### config.mk
export PLATFORM = sky130hd
export DESIGN_NAME = conf_mc_reg_bank
export DESIGN_NICKNAME = d
export VERILOG_FILES = /design/src/rtl/conf_mc_reg_bank.sv
export SDC_FILE = /design/constraint.sdc
export NUM_CORES = 1
export LEC_CHECK = 0
export ABC_AREA = 1
export CORE_ASPECT_RATIO = 0.75
export CORE_MARGIN = 3
export CORE_UTILIZATION = 53
export CTS_BUF_LIST = sky130_fd_sc_hd__clkbuf_2
export DETAILED_ROUTE_END_ITERATION = 10
export PLACE_DENSITY = 0.94
export REMOVE_ABC_BUFFERS = 1
export SYNTH_ARGS = -nofsm -noshare
export SYNTH_HDL_FRONTEND = slang
export SYNTH_SLANG_ARGS = --single-unit
export TNS_END_PERCENT = 1
### constraint.sdc
create_clock -name clk -period 3.19 [get_ports clk]
set_input_delay 0.638 -clock clk [delete_from_list [all_inputs] [get_ports clk]]
set_output_delay 0.638 -clock clk [all_outputs]
set_load 0.03 [all_outputs]
### src/rtl/conf_mc_reg_bank.sv
// Multi-channel CONF register bank: round-robin arbitration of NUM_CH valid/ready masters into one
// register file. Optional shadow/commit mode is enabled with `define CONF_SHADOW_EN.
module conf_mc_reg_bank #(
   parameter int unsigned NUM_CH     = 2,
   parameter int unsigned ADDR_WIDTH = 4,
   parameter int unsigned DATA_WIDTH = 8,
   parameter int unsigned NUM_REGS   = 12,
   parameter logic [DATA_WIDTH-1:0] RESET_VAL = '0
) (
   input  logic                           clk,
   input  logic                           rst_n,
   input  logic [NUM_CH-1:0]              c_valid,
   input  logic [NUM_CH*ADDR_WIDTH-1:0]   c_addr,
   input  logic [NUM_CH*DATA_WIDTH-1:0]   c_data,
   output logic [NUM_CH-1:0]              c_ready,
   output logic [NUM_CH-1:0]              c_err,
   input  logic                           c_commit,
   output logic [NUM_REGS*DATA_WIDTH-1:0] reg_out,
   output logic [NUM_REGS-1:0]            reg_upd
);

   localparam int unsigned PTR_W = (NUM_CH > 1) ? $clog2(NUM_CH) : 1;

   typedef enum logic {StIdle, StAck} state_e;

   state_e                  state_q, state_d;
   logic [PTR_W-1:0]        ptr_q, ptr_d;
   logic [PTR_W-1:0]        grant_q, grant_d;
   logic [NUM_CH-1:0]       err_q, err_d;
   logic [NUM_REGS-1:0]     upd_q, upd_d;
   logic [DATA_WIDTH-1:0]   regs_q [NUM_REGS];
   logic [DATA_WIDTH-1:0]   regs_d [NUM_REGS];

   logic [PTR_W-1:0]        pick;
   logic                    found;
   logic                    sel_valid;
   logic [ADDR_WIDTH-1:0]   sel_addr;
   logic [DATA_WIDTH-1:0]   sel_data;
   logic                    addr_ok;
   logic                    wr_en;

   // First requesting channel at or after the pointer, wrapping.
   always_comb begin
      pick  = ptr_q;
      found = 1'b0;
      for (int unsigned k = 0; k < NUM_CH; k++) begin
         for (int unsigned c = 0; c < NUM_CH; c++) begin
            if (!found && c_valid[c] && (c == (32'(ptr_q) + k) % NUM_CH)) begin
               found = 1'b1;
               pick  = PTR_W'(c);
            end
         end
      end
   end

   // Address and data are taken from the granted channel at the handshake edge.
   always_comb begin
      sel_valid = 1'b0;
      sel_addr  = '0;
      sel_data  = '0;
      for (int unsigned c = 0; c < NUM_CH; c++) begin
         if (32'(grant_q) == c) begin
            sel_valid = c_valid[c];
            sel_addr  = c_addr[c*ADDR_WIDTH +: ADDR_WIDTH];
            sel_data  = c_data[c*DATA_WIDTH +: DATA_WIDTH];
         end
      end
      addr_ok = (32'(sel_addr) < NUM_REGS);
   end

   always_comb begin
      state_d = state_q;
      ptr_d   = ptr_q;
      grant_d = grant_q;
      err_d   = '0;
      wr_en   = 1'b0;
      case (state_q)
         StIdle: begin
            if (found) begin
               grant_d = pick;
               state_d = StAck;
            end
         end
         StAck: begin
            state_d = StIdle;
            ptr_d   = (32'(grant_q) + 1 >= NUM_CH) ? '0 : grant_q + PTR_W'(1);
            if (sel_valid) begin
               if (addr_ok) begin
                  wr_en = 1'b1;
               end else begin
                  for (int unsigned c = 0; c < NUM_CH; c++) begin
                     err_d[c] = (32'(grant_q) == c);
                  end
               end
            end
         end
         default: state_d = StIdle;
      endcase
   end

   always_comb begin
      c_ready = '0;
      for (int unsigned c = 0; c < NUM_CH; c++) begin
         c_ready[c] = (state_q == StAck) && (32'(grant_q) == c);
      end
   end

`ifdef CONF_SHADOW_EN
   logic [DATA_WIDTH-1:0] shadow_q [NUM_REGS];
   logic [DATA_WIDTH-1:0] shadow_d [NUM_REGS];

   // Commit copies the pre-write shadow; a same-edge write stays pending in shadow.
   always_comb begin
      upd_d = '0;
      for (int unsigned r = 0; r < NUM_REGS; r++) begin
         regs_d[r]   = regs_q[r];
         shadow_d[r] = shadow_q[r];
         if (c_commit) begin
            regs_d[r] = shadow_q[r];
            upd_d[r]  = (shadow_q[r] != regs_q[r]);
         end
         if (wr_en && (32'(sel_addr) == r)) begin
            shadow_d[r] = sel_data;
         end
      end
   end

   always_ff @(posedge clk or negedge rst_n) begin
      if (!rst_n) begin
         for (int unsigned r = 0; r < NUM_REGS; r++) begin
            shadow_q[r] <= RESET_VAL;
         end
      end else begin
         for (int unsigned r = 0; r < NUM_REGS; r++) begin
            shadow_q[r] <= shadow_d[r];
         end
      end
   end
`else
   logic unused_commit;
   assign unused_commit = c_commit;

   always_comb begin
      upd_d = '0;
      for (int unsigned r = 0; r < NUM_REGS; r++) begin
         regs_d[r] = regs_q[r];
         if (wr_en && (32'(sel_addr) == r)) begin
            regs_d[r] = sel_data;
            upd_d[r]  = 1'b1;
         end
      end
   end
`endif

   always_ff @(posedge clk or negedge rst_n) begin
      if (!rst_n) begin
         state_q <= StIdle;
         ptr_q   <= '0;
         grant_q <= '0;
         err_q   <= '0;
         upd_q   <= '0;
         for (int unsigned r = 0; r < NUM_REGS; r++) begin
            regs_q[r] <= RESET_VAL;
         end
      end else begin
         state_q <= state_d;
         ptr_q   <= ptr_d;
         grant_q <= grant_d;
         err_q   <= err_d;
         upd_q   <= upd_d;
         for (int unsigned r = 0; r < NUM_REGS; r++) begin
            regs_q[r] <= regs_d[r];
         end
      end
   end

   assign c_err   = err_q;
   assign reg_upd = upd_q;

   for (genvar r = 0; r < NUM_REGS; r++) begin : g_out
      assign reg_out[r*DATA_WIDTH +: DATA_WIDTH] = regs_q[r];
   end

endmodule

-- Yosys cells after proc, flatten, opt, wreduce, memory -nomap -nowiden
Index checks and enable logic that the tools add are counted.
- magnitude comparators: 2
- mux-type cells: 32
- reductions and logical operators: 28
- add/subtract/negate cells: 3
- equality and inequality tests: 11
- bitwise operators: 2
- operators with widths (operator ; count):
    32-bit zero test ; 2
    1-bit 2-to-1 mux ; 26
    1-bit logical AND ; 21
    4-bit by 3-bit == test with 1-bit output, second input constant ; 4
    4-bit == test, second input constant ; 4
    4-bit by 2-bit == test with 1-bit output, second input constant ; 2
    8-bit 2-to-1 mux ; 1
    2-bit 2-to-1 mux ; 3
    4-bit by 1-bit == test with 1-bit output, second input constant ; 1
    4-bit zero test ; 1
    4-bit < comparator, second input constant ; 1
    4-bit 2-to-1 mux ; 1
    1-bit zero test ; 3
    1-bit adder, second input constant ; 2
    1-bit by 1-bit adder with 2-bit output, second input constant ; 1
    2-bit greater-or-equal comparator, second input constant ; 1
    1-bit NOT ; 2
    1-bit one-hot mux with 2 select lines ; 1
    2-bit AND reduction ; 1
- logic and storage cells: 95
- bits in registers: 113
- input port bits: 29
- output and inout port bits: 112

-- Longest topological paths before layout
Gate-level depths: netlist of run 1.
- depth in word-level cells: 17
- depth in mapped cells: 10
- depth with buffers taken out: 8

-- Worst setup path before layout of run 1
OpenSTA, ideal clock, no wires.
- path kind: register -> output
- start point: register grant_q
- end point: output c_ready[0]
- path slack: 1501 ps
- stages on the path, launching flop included: 7
- arrival time: 1051 ps
- cell sequence: dfrtp_1 buf_6 inv_2 buf_6 buf_4 nand2_1 inv_1
- longest elaborated chain between the ends: 2
- ends and longest elaborated chain (element ; line ; text):
    from (decl) ; 28 ; logic [PTR_W-1:0] grant_q, grant_d;
    from (signal assigned) ; 168 ; grant_q <= grant_d;
    1-bit NOT ; 104 ; c_ready[c] = (state_q == StAck) && (32'(grant_q) == c);
    1-bit logical AND ; 104 ;
    to (decl) ; 15 ; output logic [NUM_CH-1:0] c_ready,
No other way between the ends.

-- Worst setup path after layout of run 1
Same ends and word-level chain as after synthesis.

==> impl_metrics.yaml, run 1 <==
logic_synthesis:
  synth-edff-count: 0
  synth.distinct_cells: 16
  async_flop_share_pct: 100
  synthTopCellsByCount: "239 x nand2_1, 113 x dfrtp_1, 97 x nand3_1"
  synth_area_leaders: "dfrtp_1 57%, nand2_1 18%, nand3_1 9.8%"
  ys_ff_latch: 113
  avgSynthCellArea_um2: 9.13
  synth_top_area_cell: "dfrtp_1"
  netlist_instances: 543
  yosysMostFrequentCell: "nand2_1"
  seq_area_frac_synth_pct: 57.0
  yosys_warnings: 0
  syn-cell-area_um2: 4960
  synthFlopType: "dfrtp_1"
  synth_top_area_share_pct: 57.0
detailed_routing:
  vias: 4337
  avgRoutedWirePerCell_um: 16.3
  drtIter0Drc: 417
  drc: 0
  first_pass_iters: 5
  antenna_left: 0
  finalWirelength_um: 13200
  vias_per_cell: 5.35
flow_run:
  cap_violations: 0
worst_setup_path:
  crit_required_ns: 2.55
  path_class: "flop to output pin"
  cp-start-kind: "flop"
  arrival_ns: 2.35
  crit_fanout: 20
  end_kind: "output pin"
cells_and_area:
  diodes: 0
  layout.core_utilization_pct: 74.9
  areaGrowthSynthToFinish_pct: 32.5
  drive_gt1_share_pct: 10.2
  n_fill_cell: 646
  nNetsFinal: 702
grt:
  grtUsageTotal_pct: 25.3
  grt_max_degree: 59
  overflow: 0
  first_global_vias: 4192
  grt_pass1_wl_um: 21200
  antenna_found_initial: 0
power:
  p_int_uw: 3630
  vdd_drop_max_v: 0.000614
  seqPwrFrac_pct: 35.2
  pwr-share-comb_pct: 46.6
  power.density_nw_per_um2: 980
  clockPowerShare_pct: 18.2
  power.switching_uw: 2820
  p_leak_uw: 0.00347
  netSwitchingFraction_pct: 43.7
floorplanning:
  start_util_pct: 56.5
  core_um2: 8780
  rows: 29
  fp.dieH_um: 89.8
  die_area_um2: 10600
  io-pin-count: 141
  die_w_um: 118
sta:
  period_share_pct: 93.5
  finalHoldViolCount: 0
  tns_ns: 0
  skew_ns: 0.0335
  layout_min_cycle_time_ns: 2.98
  slew-limit-headroom_pct: 51.2
  worst_pin_slew_ns: 0.732
  rsz0062_at_grt: "no"
  finalMaxSlewViolations: 0
  fmax_ghz: 0.335
  setup_viol: 0
clock_tree:
  post_cts_resized: 0
  ctsLongestPathBuffers: 2
  htreeDepth: 4
  cts_root_buf: "clkbuf_2"
  clk_pin_slew_ns: 0.19
  cts_buffers: 17
  holdBufCountCts: 0
  cts_tree: "yes"
  postCtsSetupRepairBufs: 0
  worstSkewPairLatency_ns: 0.65
  clock-sinks: 113
outcome:
  status: "finished, final reports clean"
worst_hold_path:
  holdCritPathClass: "input pin to asynchronous set/reset pin"
placed_design:
  dp_hpwl_um: 8680
  gp_congestion: 0.828
  portBuffers: 139
## area by class of cell
type	count	area (um2)	area share, %
clock buffer	19	95.1	1.45
clock inverter	13	210	3.20
inverter	25	95.1	1.45
multi-input combinational	376	1780	27.1
sequential	113	2830	43.0
tap	124	155	2.36
timing repair buffer	140	1410	21.4
## state kept, by name, summed over array words and instances (netlist names)
| register | flops |
|---|---|
| c_err | 2 |
| reg_out | 96 |
| grant_q | 1 |
| state_q | 1 |
| reg_upd | 12 |
| ptr_q | 1 |
## cell usage in the layout (no fill, tap or decap)
| cell | n |
|---|---|
| clkinv_2 | 3 |
| buf_4 | 1 |
| bufinv_16 | 5 |
| o32ai_1 | 1 |
| nor2_1 | 5 |
| inv_6 | 1 |
| nand2_1 | 239 |
| nor2_4 | 2 |
| clkdlybuf4s50_1 | 138 |
| nand2_2 | 17 |
| clkinv_4 | 3 |
| nand2_4 | 4 |
| nor2_8 | 6 |
| clkinvlp_4 | 2 |
| nand3_4 | 4 |
| inv_1 | 23 |
| dfrtp_2 | 1 |
| dfrtp_1 | 112 |
| buf_12 | 1 |
| inv_2 | 1 |
| clkbuf_2 | 19 |
| nand3_1 | 97 |
| a21oi_1 | 1 |
## logic make-up (layout without fill, tap and decap cells)
logic type / count (synthesis) / count (layout) / share of synthesized area (%)
and+or+nand+nor: 374 / 374 / 35.6
DFF: 113 / 113 / 57.0
AOI/OAI and AO/OA: 2 / 2 / 0.277
buffers and inverters: 54 / 197 / 7.11
## per-layer routing
layer | track usage [%] | part of all wire, % | vias to the layer above
li1 | - | - | 1976
met4 | 8.29 | 1.8 | 0
met5 | 0 | 0 | -
met3 | 8.16 | 9.9 | 27
met2 | 39.9 | 47 | 240
met1 | 33.4 | 42 | 2094
## power by group through the flow
| stage | clock (uW) | sequential (uW) | combinational, uW |
|---|---|---|---|
| floorplan | 0 | 3210 | 683 |
| global placement | 0 | 2270 | 2920 |
| detailed placement | 0 | 2280 | 3010 |
| CTS | 1170 | 2260 | 3020 |
| global route | 1250 | 2320 | 3180 |
| finish | 1170 | 2270 | 3000 |
## stage by stage
step / instances / hold slack, ns / power (uW) / setup slack [ns] / area [um2]
global placement: 778 / 0.456 / 5200 / 0.834 / 6260
detailed placement: 778 / 0.458 / 5290 / 0.788 / 6260
floorplan: 514 / 0.342 / 3890 / 1.35 / 4700
CTS: 810 / 0.0264 / 6450 / 0.0759 / 6570
finish: 810 / 0.00586 / 6440 / 0.207 / 6570
global route: 810 / 0.000807 / 6740 / 0.0305 / 6570
## worst paths after layout
check / startpoint / endpoint / slack, ns / cells past startpoint
min: rst_n / reg_out[41] / 0.006 / 1
max: grant_q / c_ready[0] / 0.21 / 4
max reg2reg: grant_q / reg_out[37] / 0.92 / 6
max in group asynchronous: rst_n / reg_out[63] / 2.40 / 2
min reg2reg: reg_out[57] / reg_out[57] / 0.49 / 2
min in group clk: reg_out[57] / reg_out[57] / 0.49 / 2
## worst max-delay path, cell delays in order (launching register included)
cell and delay [ns]:
dfrtp_2 0.59, clkinv_2 0.33, nand2_1 0.13, inv_1 0.05
clkdlybuf4s50_1 0.59
Note: power is estimated with default switching activity, not from simulation.
==> inputs of run 2 (changes only) <==
--- a/config.mk
+++ b/config.mk
@@ -6,6 +6,7 @@
 export NUM_CORES = 1
 export LEC_CHECK = 0
 export ABC_AREA = 1
+export CAP_MARGIN = 20
 export CORE_ASPECT_RATIO = 0.75
 export CORE_MARGIN = 3
 export CORE_UTILIZATION = 53
==> results of run 2 <==
Final layout, timing and power as in run 1 (identical DEF).
